===== src/rtl/bcd_result_display.sv =====
// Captures a 3-digit BCD add/sub result, converts negative 10's-complement results
// to magnitude, and drives a 4-digit multiplexed 7-segment display. Macro BCD_DISP_LZB_EN enables leading-zero blanking.
module bcd_result_display #(
  parameter int SCAN_DIV = 4
) (
  input  logic        clk,
  input  logic        rst_n,
  input  logic        load,
  input  logic [11:0] bcd_r,
  input  logic        kout,
  input  logic        mode,
  output logic [6:0]  seg,
  output logic [3:0]  an,
  output logic        busy,
  output logic        err,
  output logic [1:0]  state_dbg
);

  typedef enum logic [1:0] {IDLE = 2'd0, CONV = 2'd1, SHOW = 2'd2} state_t;

  localparam logic [1:0] SGN_BLANK = 2'd0;
  localparam logic [1:0] SGN_ONE   = 2'd1;
  localparam logic [1:0] SGN_MINUS = 2'd2;
  localparam logic [6:0] GLYPH_E   = 7'b1111001;

  // Handshake: load is a single-cycle request, accepted on any rising edge
  // outside CONV; busy is high exactly while a conversion is in flight.

  state_t      state, state_nxt;
  logic [15:0] pre_cnt;
  logic [1:0]  scan_idx;
  logic [3:0]  w_d0, w_d1, w_d2;
  logic [1:0]  step;
  logic        carry;
  logic [3:0]  dd0, dd1, dd2;
  logic [1:0]  dsign;
  logic        derr, dvalid;
  logic        bad, neg;
  logic [3:0]  cur_d, conv_d;
  logic [4:0]  t_sum;
  logic        conv_c;
  logic        blank1, blank2;
  logic [6:0]  dig_seg;

  function automatic logic [6:0] glyph(input logic [3:0] d);
    case (d)
      4'd0: glyph = 7'b0111111;
      4'd1: glyph = 7'b0000110;
      4'd2: glyph = 7'b1011011;
      4'd3: glyph = 7'b1001111;
      4'd4: glyph = 7'b1100110;
      4'd5: glyph = 7'b1101101;
      4'd6: glyph = 7'b1111101;
      4'd7: glyph = 7'b0000111;
      4'd8: glyph = 7'b1111111;
      4'd9: glyph = 7'b1101111;
      default: glyph = 7'b0000000;
    endcase
  endfunction

  assign bad = (bcd_r[11:8] > 4'd9) || (bcd_r[7:4] > 4'd9) || (bcd_r[3:0] > 4'd9);
  assign neg = mode & ~kout;
  assign busy = (state == CONV);
  assign state_dbg = state;

  // One complement digit per CONV cycle, units first; carry ripples upward.
  always_comb begin
    cur_d = w_d2;
    if (step == 2'd0) cur_d = w_d0;
    else if (step == 2'd1) cur_d = w_d1;
    t_sum = 5'd9 - {1'b0, cur_d} + {4'b0000, carry};
    conv_c = (t_sum == 5'd10);
    conv_d = conv_c ? 4'd0 : t_sum[3:0];
  end

`ifdef BCD_DISP_LZB_EN
  assign blank2 = (dd2 == 4'd0);
  assign blank1 = (dd2 == 4'd0) && (dd1 == 4'd0);
`else
  assign blank2 = 1'b0;
  assign blank1 = 1'b0;
`endif

  always_comb begin
    dig_seg = 7'b0000000;
    case (scan_idx)
      2'd0: dig_seg = glyph(dd0);
      2'd1: dig_seg = blank1 ? 7'b0000000 : glyph(dd1);
      2'd2: dig_seg = blank2 ? 7'b0000000 : glyph(dd2);
      default: begin
        if (dsign == SGN_ONE) dig_seg = 7'b0000110;
        else if (dsign == SGN_MINUS) dig_seg = 7'b1000000;
      end
    endcase
    if (derr) dig_seg = GLYPH_E;
  end

  always_ff @(posedge clk or negedge rst_n) begin
    if (!rst_n) state <= IDLE;
    else state <= state_nxt;
  end

  always_comb begin
    state_nxt = state;
    an = 4'b1111;
    seg = 7'b0000000;
    case (state)
      IDLE: begin
        if (load) state_nxt = (bad || !neg) ? SHOW : CONV;
      end
      CONV: begin
        if (step == 2'd2) state_nxt = SHOW;
        // Keep the previous result on the digits while converting.
        if (dvalid) begin
          an = ~(4'b0001 << scan_idx);
          seg = dig_seg;
        end
      end
      SHOW: begin
        if (load) state_nxt = (bad || !neg) ? SHOW : CONV;
        an = ~(4'b0001 << scan_idx);
        seg = dig_seg;
      end
      default: state_nxt = IDLE;
    endcase
  end

  always_ff @(posedge clk or negedge rst_n) begin
    if (!rst_n) begin
      pre_cnt  <= 16'd0;
      scan_idx <= 2'd0;
    end else if (pre_cnt == 16'(SCAN_DIV - 1)) begin
      pre_cnt  <= 16'd0;
      scan_idx <= scan_idx + 2'd1;
    end else begin
      pre_cnt <= pre_cnt + 16'd1;
    end
  end

  always_ff @(posedge clk or negedge rst_n) begin
    if (!rst_n) begin
      w_d0 <= 4'd0; w_d1 <= 4'd0; w_d2 <= 4'd0;
      step <= 2'd0; carry <= 1'b0;
      dd0 <= 4'd0; dd1 <= 4'd0; dd2 <= 4'd0;
      dsign <= SGN_BLANK; derr <= 1'b0; dvalid <= 1'b0; err <= 1'b0;
    end else if (state == CONV) begin
      step  <= step + 2'd1;
      carry <= conv_c;
      case (step)
        2'd0: w_d0 <= conv_d;
        2'd1: w_d1 <= conv_d;
        default: begin
          dd0    <= w_d0;
          dd1    <= w_d1;
          dd2    <= conv_d;
          dsign  <= ({conv_d, w_d1, w_d0} == 12'h000) ? SGN_BLANK : SGN_MINUS;
          derr   <= 1'b0;
          dvalid <= 1'b1;
        end
      endcase
    end else if (load) begin
      if (bad) begin
        err    <= 1'b1;
        derr   <= 1'b1;
        dvalid <= 1'b1;
      end else if (neg) begin
        err   <= 1'b0;
        w_d2  <= bcd_r[11:8];
        w_d1  <= bcd_r[7:4];
        w_d0  <= bcd_r[3:0];
        step  <= 2'd0;
        carry <= 1'b1;
      end else begin
        err    <= 1'b0;
        dd2    <= bcd_r[11:8];
        dd1    <= bcd_r[7:4];
        dd0    <= bcd_r[3:0];
        dsign  <= (!mode && kout) ? SGN_ONE : SGN_BLANK;
        derr   <= 1'b0;
        dvalid <= 1'b1;
      end
    end
  end

endmodule


===== config.mk =====
export PLATFORM = sky130hd
export DESIGN_NAME = bcd_result_display
export DESIGN_NICKNAME = d
export VERILOG_FILES = /design/src/rtl/bcd_result_display.sv
export SDC_FILE = /design/constraint.sdc
export NUM_CORES = 1
export LEC_CHECK = 0
export CAP_MARGIN = 20
export CELL_PAD_IN_SITES_DETAIL_PLACEMENT = 1
export CELL_PAD_IN_SITES_GLOBAL_PLACEMENT = 2
export CORE_ASPECT_RATIO = 0.7
export CORE_UTILIZATION = 36
export CTS_BUF_LIST = sky130_fd_sc_hd__clkbuf_16
export CTS_CLUSTER_DIAMETER = 120
export CTS_CLUSTER_SIZE = 10
export DETAILED_ROUTE_END_ITERATION = 8
export PLACE_DENSITY = 0.76
export SLEW_MARGIN = 20
export SYNTH_ARGS = -nofsm -noshare
export SYNTH_HDL_FRONTEND = slang
export SYNTH_SLANG_ARGS = --single-unit
export TNS_END_PERCENT = 100

===== constraint.sdc =====
create_clock -name clk -period 3.65 [get_ports clk]
set_clock_uncertainty 0.05 [all_clocks]
set_input_delay 0.5475 -clock clk [delete_from_list [all_inputs] [get_ports clk]]
set_output_delay 0.5475 -clock clk [all_outputs]
set_load 0.01 [all_outputs]

==> results of run 1 <==
-- critical path, cell delays in order (launching register included) --
cell and delay, ns:
dfrtp_1 0.46, inv_1 0.14, ha_1 0.20, or2_2 0.28, a21oi_1 0.17, o21ai_0 0.17
a31o_2 0.29, a21oi_1 0.15, clkdlybuf4s50_1 0.57
-- final cells by class --
cell class / instances / area share, %
inverters: 30 / 2.643
repair buffers: 39 / 8.576
multi-input cells: 303 / 50.54
clock buffers: 5 / 2.937
well taps: 128 / 3.759
clock inverters: 3 / 0.9985
flip-flops and latches: 52 / 30.54
-- registers in the layout, summed over array words and instances, names as in the netlist --
name	cells
pre_cnt	16
dd0	4
dd1	4
dd2	4
w_d0	4
w_d1	4
w_d2	4
dsign	2
scan_idx	2
state_dbg	2
step	2
carry	1
derr	1
dvalid	1
err	1
-- where the power goes --
| part | total, W | internal [W] | switching (W) |
|---|---|---|---|
| clock | 0.000545 | 0.000323 | 0.000222 |
| combinational | 0.00149 | 0.000673 | 0.000815 |
| sequential | 0.000883 | 0.000690 | 0.000193 |
| total | 0.00292 | 0.00169 | 0.00123 |
-- kinds of logic after synthesis --
family	count (synthesis)
XOR/XNOR	20
AND/OR/NAND/NOR	131
AO/OA/AOI/OAI	103
adder cells (fa/ha/maj)	29
multiplexers	20
flip-flops	52
buffers and inverters	48
-- routing by layer --
layer | vias to the layer above | GRT usage (%) | share of wire, %
met4 | 0 | 3.104 | 0.44
met1 | 1533 | 31.80 | 54
met5 | - | 0 | 0
met3 | 5 | 3.026 | 2.6
met2 | 35 | 31.21 | 43
li1 | 1497 | - | -
-- stage by stage --
step / power [W] / setup slack (ns) / instances
final: 0.002916 / 0.3442 / 560
after global routing: 0.003135 / 0.1789 / 560
after CTS: 0.002934 / 0.3605 / 560
after detailed placement: 0.002366 / 0.4653 / 552
after global placement: 0.002334 / 0.6589 / 552
after floorplan: 0.001860 / 0.8456 / 403
-- synth_stat cells (4+ instances only) --
| cell type | number |
|---|---|
| nand4_1 | 4 |
| clkbuf_1 | 10 |
| xnor2_1 | 17 |
| o21ai_0 | 22 |
| a211o_1 | 5 |
| nand2_1 | 29 |
| mux2i_1 | 13 |
| nor3_1 | 8 |
| a21o_1 | 9 |
| nor3b_1 | 6 |
| nor2_1 | 23 |
| o22ai_1 | 13 |
| mux2_2 | 6 |
| nand2b_1 | 14 |
| and3_1 | 10 |
| nand3_1 | 15 |
| a21oi_1 | 19 |
| dfrtp_1 | 52 |
| inv_1 | 28 |
| ha_1 | 29 |
| buf_2 | 6 |
| nor2b_1 | 5 |
-- final timing paths --
check | slack (ns) | to | from
max in group asynchronous | 2.51 | w_d1[1] | rst_n
setup / recovery | 0.34 | seg[0] | dd2[1]
setup reg to reg | 0.42 | w_d0[3] | step[1]
min in group clk | 0.43 | pre_cnt[15] | pre_cnt[15]
hold / removal | 0.23 | scan_idx[0] | rst_n
hold reg to reg | 0.43 | pre_cnt[15] | pre_cnt[15]
==> results.sh, run 1 <==
export IMPL_status="finished clean"
export IMPL_synth_edf_count=0
export IMPL_core_area_mm2=0.009759
export IMPL_register_area_mm2=0.001301
export IMPL_most_common_layout_cells="dfrtp_1 (52), clkdlybuf4s50_1 (30), nand2_1 (29), ha_1 (29), inv_1 (28)"
export IMPL_relSlewSlack_pct=53.49
export IMPL_synth_area_top_cells="dfrtp_1 (36%), ha_1 (9.9%), xnor2_1 (4.1%)"
export IMPL_via_per_inst=5.482
export IMPL_drtAntennaViolNets=0
export IMPL_synthArstFlopShare_pct=100.0
export IMPL_reg2regPathDepth=12
export IMPL_cts_setup_buffers=0
export IMPL_initial_utilization_pct=37.40
export IMPL_worst_ep_arrival_time_ns=2.71
export IMPL_cp_max_fo=6
export IMPL_grt_max_degree=36
export IMPL_synth_compound_area_share_pct=19.13
export IMPL_grt_pass1_vias=3165
export IMPL_row_count=30
export IMPL_synth_top_family_by_area="compound AO/OA/AOI/OAI gates"
export IMPL_rsz0062_at_grt="false"
export IMPL_end_kind="primary output"
export IMPL_antenna_cells=0
export IMPL_syn_cell_area_mm2=0.003650
export IMPL_syn_to_final_growth_pct=16.73
export IMPL_grt_pass1_wl_um=16940
export IMPL_numCtsBuffers=5
export IMPL_cts_sinks=52
export IMPL_multiInputGateArea_mm2=0.002153
export IMPL_first_pass_iters=4
export IMPL_finalHoldViolCount=0
export IMPL_synthCells=403
export IMPL_start_kind="flop"
export IMPL_min_path_type="input pin to asynchronous set/reset pin"
export IMPL_holdWs_ns=0.2311
export IMPL_max_freq_ghz=0.3025
export IMPL_powerDensity_mw_per_mm2=684.5
export IMPL_synth_seq_area_share_pct=35.65
export IMPL_ir_drop_mv=0.2559
export IMPL_synthMuxAreaShare_pct=6.034
export IMPL_cts_htree_levels=2
export IMPL_drt_initial_drc_count=102
export IMPL_yosys_area_share_adder_pct=9.942
export IMPL_vias=3070
export IMPL_synth_ff_type="dfrtp_1"
export IMPL_gp_congestion=0.8091
export IMPL_clk_pin_slew_worst_paths_ns=0.07
export IMPL_placed_area_mm2=0.004093
export IMPL_fin_area_mm2=0.004260
export IMPL_io_pins=32
export IMPL_dpl_hpwl_um=7830
export IMPL_portBuffers=31
export IMPL_slew_violations=0
export IMPL_synth_fp_nets=449
export IMPL_grt_usage_pct=20.77
export IMPL_synth_top_area_share_pct=35.65
export IMPL_synth_xor_area_share_pct=4.799
export IMPL_final_common_cell="dfrtp_1"
export IMPL_synthDistinctLibCells=57
export IMPL_postCtsHoldBufs=0
export IMPL_fin_nets=477
export IMPL_synth_warnings=0
export IMPL_p_leak_nw=1.933
export IMPL_wl_per_cell_um=18.38
export IMPL_yosys_area_share_simple_pct=19.09
export IMPL_cts_resized=0
export IMPL_drc=0
export IMPL_fin_setup_tns_ns=0
export IMPL_clock_root_buffer="clkbuf_16"
export IMPL_routed_wl_um=10300
export IMPL_cts_buffer_depth=2
export IMPL_finalCritPeriodShare_pct=90.57
export IMPL_period_minus_slack_ns=3.306
export IMPL_drive_gt1_share_pct=8.102
export IMPL_cts_tree="yes"
export IMPL_report_final_setup_viol=0
export IMPL_yosysTopAreaCell="dfrtp_1"
export IMPL_grt_overflow=0
export IMPL_worst_slew_pin_slew_ns=0.6959
export IMPL_insertion_delay_ns=0.29
export IMPL_fin_util_pct=43.65
export IMPL_die_area_mm2=0.01055
export IMPL_synth_ff_latch_count=52
export IMPL_worstSetupPathType="flop to primary output"
export IMPL_die_w_um=122.3
export IMPL_cap_violations=0
export IMPL_fillers=1141
export IMPL_critPathRequiredTime_ns=3.05
export IMPL_antenna_found_initial=0
export IMPL_die_h_um=86.24
export IMPL_avgSynthCellArea_um2=9.056
(Power assumes the default switching activity.)
==> run 2, diff against run 1 <==
Settings changed: ABC_AREA set to 1, CORE_UTILIZATION 36 to 34, PLACE_DENSITY 0.76 to 0.77.
==> run 2 against run 1 <==
  * Global-route usage fell by 0.064 points
  * Synthesized area fell by 2.4%
  * Synthesized cell count rose by 17%
  * Largest power group unchanged
==> results.sh, run 2 <==
export IMPL_yosys_top_cells_count="nand2_1 (104), inv_1 (77), dfrtp_1 (52)"
export IMPL_drc=0
export IMPL_dpl_hpwl_um=8463
export IMPL_cp_max_fo=6
export IMPL_report_final_setup_viol=0
export IMPL_yosys_area_share_simple_pct=27.07
export IMPL_row_count=30
export IMPL_slew_violations=0
export IMPL_core_area_mm2=0.009947
export IMPL_critPathRequiredTime_ns=3.05
export IMPL_synthMuxAreaShare_pct=0.9480
export IMPL_endpoint="seg[3]"
export IMPL_syn_cell_area_mm2=0.003563
export IMPL_vias=3241
export IMPL_final_common_cell="nand2_1"
export IMPL_top_register="pre_cnt"
export IMPL_finalHoldViolCount=0
export IMPL_status="finished clean"
export IMPL_start_kind="flop"
export IMPL_drive_gt1_share_pct=8.498
export IMPL_most_common_layout_cells="nand2_1 (104), inv_1 (77), dfrtp_1 (52), clkdlybuf4s50_1 (30)"
export IMPL_via_per_inst=5.112
export IMPL_multiInputGateArea_mm2=0.001924
export IMPL_fillers=1212
export IMPL_antenna_found_initial=0
export IMPL_worst_ep_arrival_time_ns=2.58
export IMPL_avgSynthCellArea_um2=7.582
export IMPL_cpPeakStageDelay_ns=0.55
export IMPL_p_leak_nw=2.096
export IMPL_yosysTopAreaCell="dfrtp_1"
export IMPL_worst_r2r_startpoint="step[0]"
export IMPL_synth_edf_count=0
export IMPL_grt_max_degree=30
export IMPL_ir_drop_mv=0.2942
export IMPL_finalCritPeriodShare_pct=87.05
export IMPL_synth_ff_latch_count=52
export IMPL_numCtsBuffers=5
export IMPL_synthCells=470
export IMPL_gp_congestion=0.8880
export IMPL_fin_cells=634
export IMPL_clk_pin_slew_worst_paths_ns=0.07
export IMPL_antenna_cells=0
export IMPL_die_area_mm2=0.01090
export IMPL_cts_setup_buffers=0
export IMPL_io_pins=32
export IMPL_synth_compound_area_share_pct=13.10
export IMPL_cap_violations=0
export IMPL_register_area_mm2=0.001301
export IMPL_rsz0062_at_grt="false"
export IMPL_reg2regPathDepth=17
export IMPL_grt_usage_pct=20.70
export IMPL_wl_per_cell_um=16.75
export IMPL_synth_warnings=0
export IMPL_drtAntennaViolNets=0
export IMPL_end_kind="primary output"
export IMPL_syn_to_final_growth_pct=18.05
export IMPL_cp_cell_sequence="inv_1, ha_1, a21boi_0, nand2_1, nand3_1, nand2_1, a21oi_1, clkdlybuf4s50_1"
export IMPL_synth_most_common_cell="nand2_1"
export IMPL_synth_ff_type="dfrtp_1"
export IMPL_worstSetupPathType="flop to primary output"
export IMPL_synth_xor_area_share_pct=2.704
export IMPL_first_pass_iters=4
export IMPL_synthArstFlopShare_pct=100.0
export IMPL_rrSetupSlack_ns=1.09
export IMPL_postCtsHoldBufs=0
export IMPL_synth_area_top_cells="dfrtp_1 (37%), nand2_1 (11%), ha_1 (10%)"
export IMPL_relSlewSlack_pct=50.83
export IMPL_synth_top_family_by_area="simple AND/OR/NAND/NOR gates"
export IMPL_insertion_delay_ns=0.30
export IMPL_grt_pass1_wl_um=17550
export IMPL_r2r_end="dsign[1]"
export IMPL_finalPower_w=0.002677
export IMPL_synth_fp_nets=516
export IMPL_cts_buffer_depth=2
export IMPL_clock_root_buffer="clkbuf_16"
export IMPL_synth_top_area_share_pct=36.52
export IMPL_synth_seq_area_share_pct=36.52
export IMPL_drt_initial_drc_count=117
export IMPL_powerDensity_mw_per_mm2=636.5
export IMPL_cts_tree="yes"
export IMPL_initial_utilization_pct=35.82
export IMPL_grt_overflow=0
export IMPL_dp_cells=627
export IMPL_cts_resized=0
export IMPL_fin_setup_tns_ns=0
export IMPL_synthDistinctLibCells=38
export IMPL_min_path_type="input pin to asynchronous set/reset pin"
export IMPL_die_w_um=124.4
export IMPL_worst_slew_pin_slew_ns=0.7375
export IMPL_cts_htree_levels=2
export IMPL_crit_start="scan_idx[0]"
export IMPL_largest_reg_flops=16
export IMPL_crit_path_top_delay_cell="clkdlybuf4s50_1"
export IMPL_yosys_area_share_adder_pct=10.18
export IMPL_fin_nets=552
export IMPL_period_minus_slack_ns=3.177
export IMPL_cp_common_cell="nand2_1"
export IMPL_routed_wl_um=10620
export IMPL_max_freq_ghz=0.3147
export IMPL_grt_pass1_vias=3325
export IMPL_cts_sinks=52
export IMPL_die_h_um=87.66
export IMPL_portBuffers=31
[run 2: cell types whose count changed in the layout (fill, tap and decap cells not counted), sizes merged, moves of 9 or more]
cell | previous run | this run
a21oi | 19 | 28
a21o | 9 | 0
nand2b | 14 | 0
inv | 29 | 80
nand2 | 29 | 110
and3 | 10 | 0
nand3 | 15 | 32
o22ai | 13 | 1
nor2 | 23 | 35
mux2i | 14 | 0
xnor2 | 17 | 4
[run 2: routing by layer]
layer	GRT usage, %	share of wire (%)	vias to the layer above
met2	31.69	42	49
met3	3.910	4.3	5
met5	0	0	-
li1	-	-	1598
met4	5.257	0.57	0
met1	30.00	53	1589
[run 2: cells by family after synthesis]
group,after synthesis
AO/OA/AOI/OAI,81
XOR/XNOR,11
adder cells (fa/ha/maj),29
buffers and inverters,86
flip-flops,52
multiplexers,3
AND/OR/NAND/NOR,208
[run 2: worst min-delay path by stage]
stage	from	to	slack [ns]	cells past startpoint
finish	rst_n	carry	0.25	1
floorplan	rst_n	carry	0.20	0
CTS	rst_n	carry	0.28	1
global route	rst_n	carry	0.32	1
global placement	pre_cnt[14]	pre_cnt[14]	0.41	1
detailed placement	pre_cnt[14]	pre_cnt[14]	0.42	1
[run 2: final cells by class]
class | instances | share of cell area [%]
clock inverters | 2 | 1.428
inverters | 80 | 7.139
well taps | 128 | 3.807
clock buffers | 5 | 2.974
repair buffers | 35 | 7.971
flip-flops and latches | 52 | 30.93
multi-input cells | 332 | 45.75
[run 2: worst max-delay path, delay by kind of cell (launching register included)]
kind | cells | cell delay, ns
simple gates | 3 | 0.31
compound gates | 2 | 0.66
fa+ha+maj | 1 | 0.22
buf+inv | 2 | 0.68
flops | 1 | 0.40
[run 2: metrics by stage]
step / instance area [um2] / util, % / hold WS [ns] / worst slack, ns
2_1_floorplan: 3563 / - / 0.2019 / 1.491
3_3_place_gp: 4021 / 40.43 / 0.4126 / 0.9047
3_5_place_dp: 4021 / 40.43 / 0.4191 / 0.8122
4_1_cts: 4207 / 42.29 / 0.2814 / 0.4392
5_1_grt: 4207 / 42.29 / 0.3153 / 0.2561
6_report: 4207 / 42.29 / 0.2496 / 0.4727
[run 2: report_power, final]
part / switching (W) / total [W] / internal [W] / leakage [nW]
logic: 0.000729 / 0.00124 / 0.000510 / 1.36
registers: 0.000131 / 0.000821 / 0.000690 / 0.648
clock network: 0.000228 / 0.000617 / 0.000390 / 0.0899
total: 0.00109 / 0.00268 / 0.00159 / 2.10
==> run 3, diff against run 2 <==
Settings changed: PLACE_DENSITY 0.77 to 0.91.
==> run 3 against run 2 <==
  * Count of clock-buffer cells in the layout unchanged
  * Critical path depth is 2 lower
  * Maximum frequency decreased by 2.8%
  * Non-clock buffer count decreased by 1
  * First-iteration DRC count grew 54%
  * Combinational power hardly changed
  * Critical endpoint is now seg[2]
  * Final area down 0.59%
==> results.sh, run 3 (same netlist as run 2, synthesis figures left out) <==
export IMPL_die_area_mm2=0.01090
export IMPL_largest_reg_flops=16
export IMPL_vias=3224
export IMPL_end_kind="primary output"
export IMPL_cp_cell_sequence="inv_1, ha_1, a21boi_0, o31ai_1, a41oi_1, clkdlybuf4s50_1"
export IMPL_finalCritPeriodShare_pct=89.57
export IMPL_final_common_cell="nand2_1"
export IMPL_grt_pass1_vias=3197
export IMPL_slew_violations=0
export IMPL_fin_nets=551
export IMPL_cts_buffer_depth=2
export IMPL_period_minus_slack_ns=3.269
export IMPL_path_delay_family="compound AO/OA/AOI/OAI gates"
export IMPL_core_area_mm2=0.009947
export IMPL_worst_slew_pin_slew_ns=0.6609
export IMPL_clock_root_buffer="clkbuf_16"
export IMPL_cap_violations=0
export IMPL_grt_overflow=0
export IMPL_syn_to_final_growth_pct=17.35
export IMPL_powerDensity_mw_per_mm2=621.4
export IMPL_antenna_found_initial=0
export IMPL_dp_cells=626
export IMPL_register_area_mm2=0.001301
export IMPL_first_pass_iters=4
export IMPL_drt_initial_drc_count=180
export IMPL_insertion_delay_ns=0.29
export IMPL_worstSetupPathType="flop to primary output"
export IMPL_grt_pass1_wl_um=16780
export IMPL_fin_area_mm2=0.004182
export IMPL_crit_buf_inv=2
export IMPL_fin_setup_tns_ns=0
export IMPL_crit_start="scan_idx[0]"
export IMPL_status="finished clean"
export IMPL_critPathRequiredTime_ns=3.05
export IMPL_portBuffers=31
export IMPL_via_per_inst=5.085
export IMPL_grt_max_degree=28
export IMPL_cpPeakStageDelay_ns=0.58
export IMPL_top_register="pre_cnt"
export IMPL_min_path_type="input pin to asynchronous set/reset pin"
export IMPL_die_w_um=124.4
export IMPL_max_freq_ghz=0.3059
export IMPL_start_kind="flop"
export IMPL_routed_wl_um=10070
export IMPL_cts_tree="yes"
export IMPL_p_leak_nw=2.083
export IMPL_fillers=1200
export IMPL_initial_utilization_pct=35.82
export IMPL_row_count=30
export IMPL_clk_pin_slew_worst_paths_ns=0.07
export IMPL_cp_max_fo=6
export IMPL_most_common_layout_cells="nand2_1 (104), inv_1 (77), dfrtp_1 (52), clkdlybuf4s50_1 (30)"
export IMPL_finalHoldViolCount=0
export IMPL_numCtsBuffers=5
export IMPL_pre_cts_slack_ns=0.7436
export IMPL_ir_drop_mv=0.3568
export IMPL_io_pins=32
export IMPL_fin_cells=634
export IMPL_rsz0062_at_grt="false"
export IMPL_postCtsHoldBufs=0
export IMPL_dpl_hpwl_um=8085
export IMPL_wl_per_cell_um=15.88
export IMPL_worst_r2r_startpoint="state_dbg[1]"
export IMPL_drive_gt1_share_pct=8.300
export IMPL_drc=0
export IMPL_cts_resized=0
export IMPL_cts_htree_levels=2
export IMPL_relSlewSlack_pct=55.54
export IMPL_multiInputGateArea_mm2=0.001924
export IMPL_report_final_setup_viol=0
export IMPL_placed_area_mm2=0.004014
export IMPL_gp_congestion=0.8577
export IMPL_die_h_um=87.66
export IMPL_cts_sinks=52
export IMPL_worst_ep_arrival_time_ns=2.67
export IMPL_holdWs_ns=0.2201
export IMPL_antenna_cells=0
export IMPL_grt_usage_pct=19.26
export IMPL_crit_path_top_delay_cell="a21boi_0"
export IMPL_drtAntennaViolNets=0
export IMPL_setup_ws_ns=0.3808
export IMPL_cts_setup_buffers=0
[run 3: final cells by class]
class | instances | share of cell area (%)
clock inverters | 3 | 1.017
inverters | 80 | 7.181
multi-input cells | 332 | 46.02
well taps | 128 | 3.830
clock buffers | 5 | 2.992
repair buffers | 34 | 7.840
flip-flops and latches | 52 | 31.12
[run 3: report_power, final]
| part | switching [W] | total, W | internal, W |
|---|---|---|---|
| clock network | 0.000217 | 0.000539 | 0.000323 |
| logic | 0.000726 | 0.00123 | 0.000507 |
| registers | 0.000136 | 0.000826 | 0.000690 |
[run 3: metal layers]
layer,global-route usage (%),vias to the layer above,share of wire (%)
li1,-,1596,-
met1,29.22,1570,54
met2,29.63,56,42
met3,2.810,2,4.3
met4,2.300,0,0.25
met5,0,-,0
[run 3: final timing paths]
path / to / slack [ns] / cells past startpoint
worst max register to register: dsign[0] / 1.04 / 11
worst min-delay path: pre_cnt[2] / 0.22 / 1
max in group asynchronous: pre_cnt[11] / 2.53 / 2
min in group clk: pre_cnt[0] / 0.44 / 1
worst min register to register: pre_cnt[0] / 0.44 / 1
worst max-delay path: seg[2] / 0.38 / 6
[run 3: metrics by stage]
| step | util [%] | power [W] |
|---|---|---|
| floorplan | - | 0.001634 |
| global placement | 40.35 | 0.002014 |
| detailed placement | 40.35 | 0.002062 |
| CTS | 42.04 | 0.002617 |
| global route | 42.04 | 0.002803 |
| finish | 42.04 | 0.002598 |
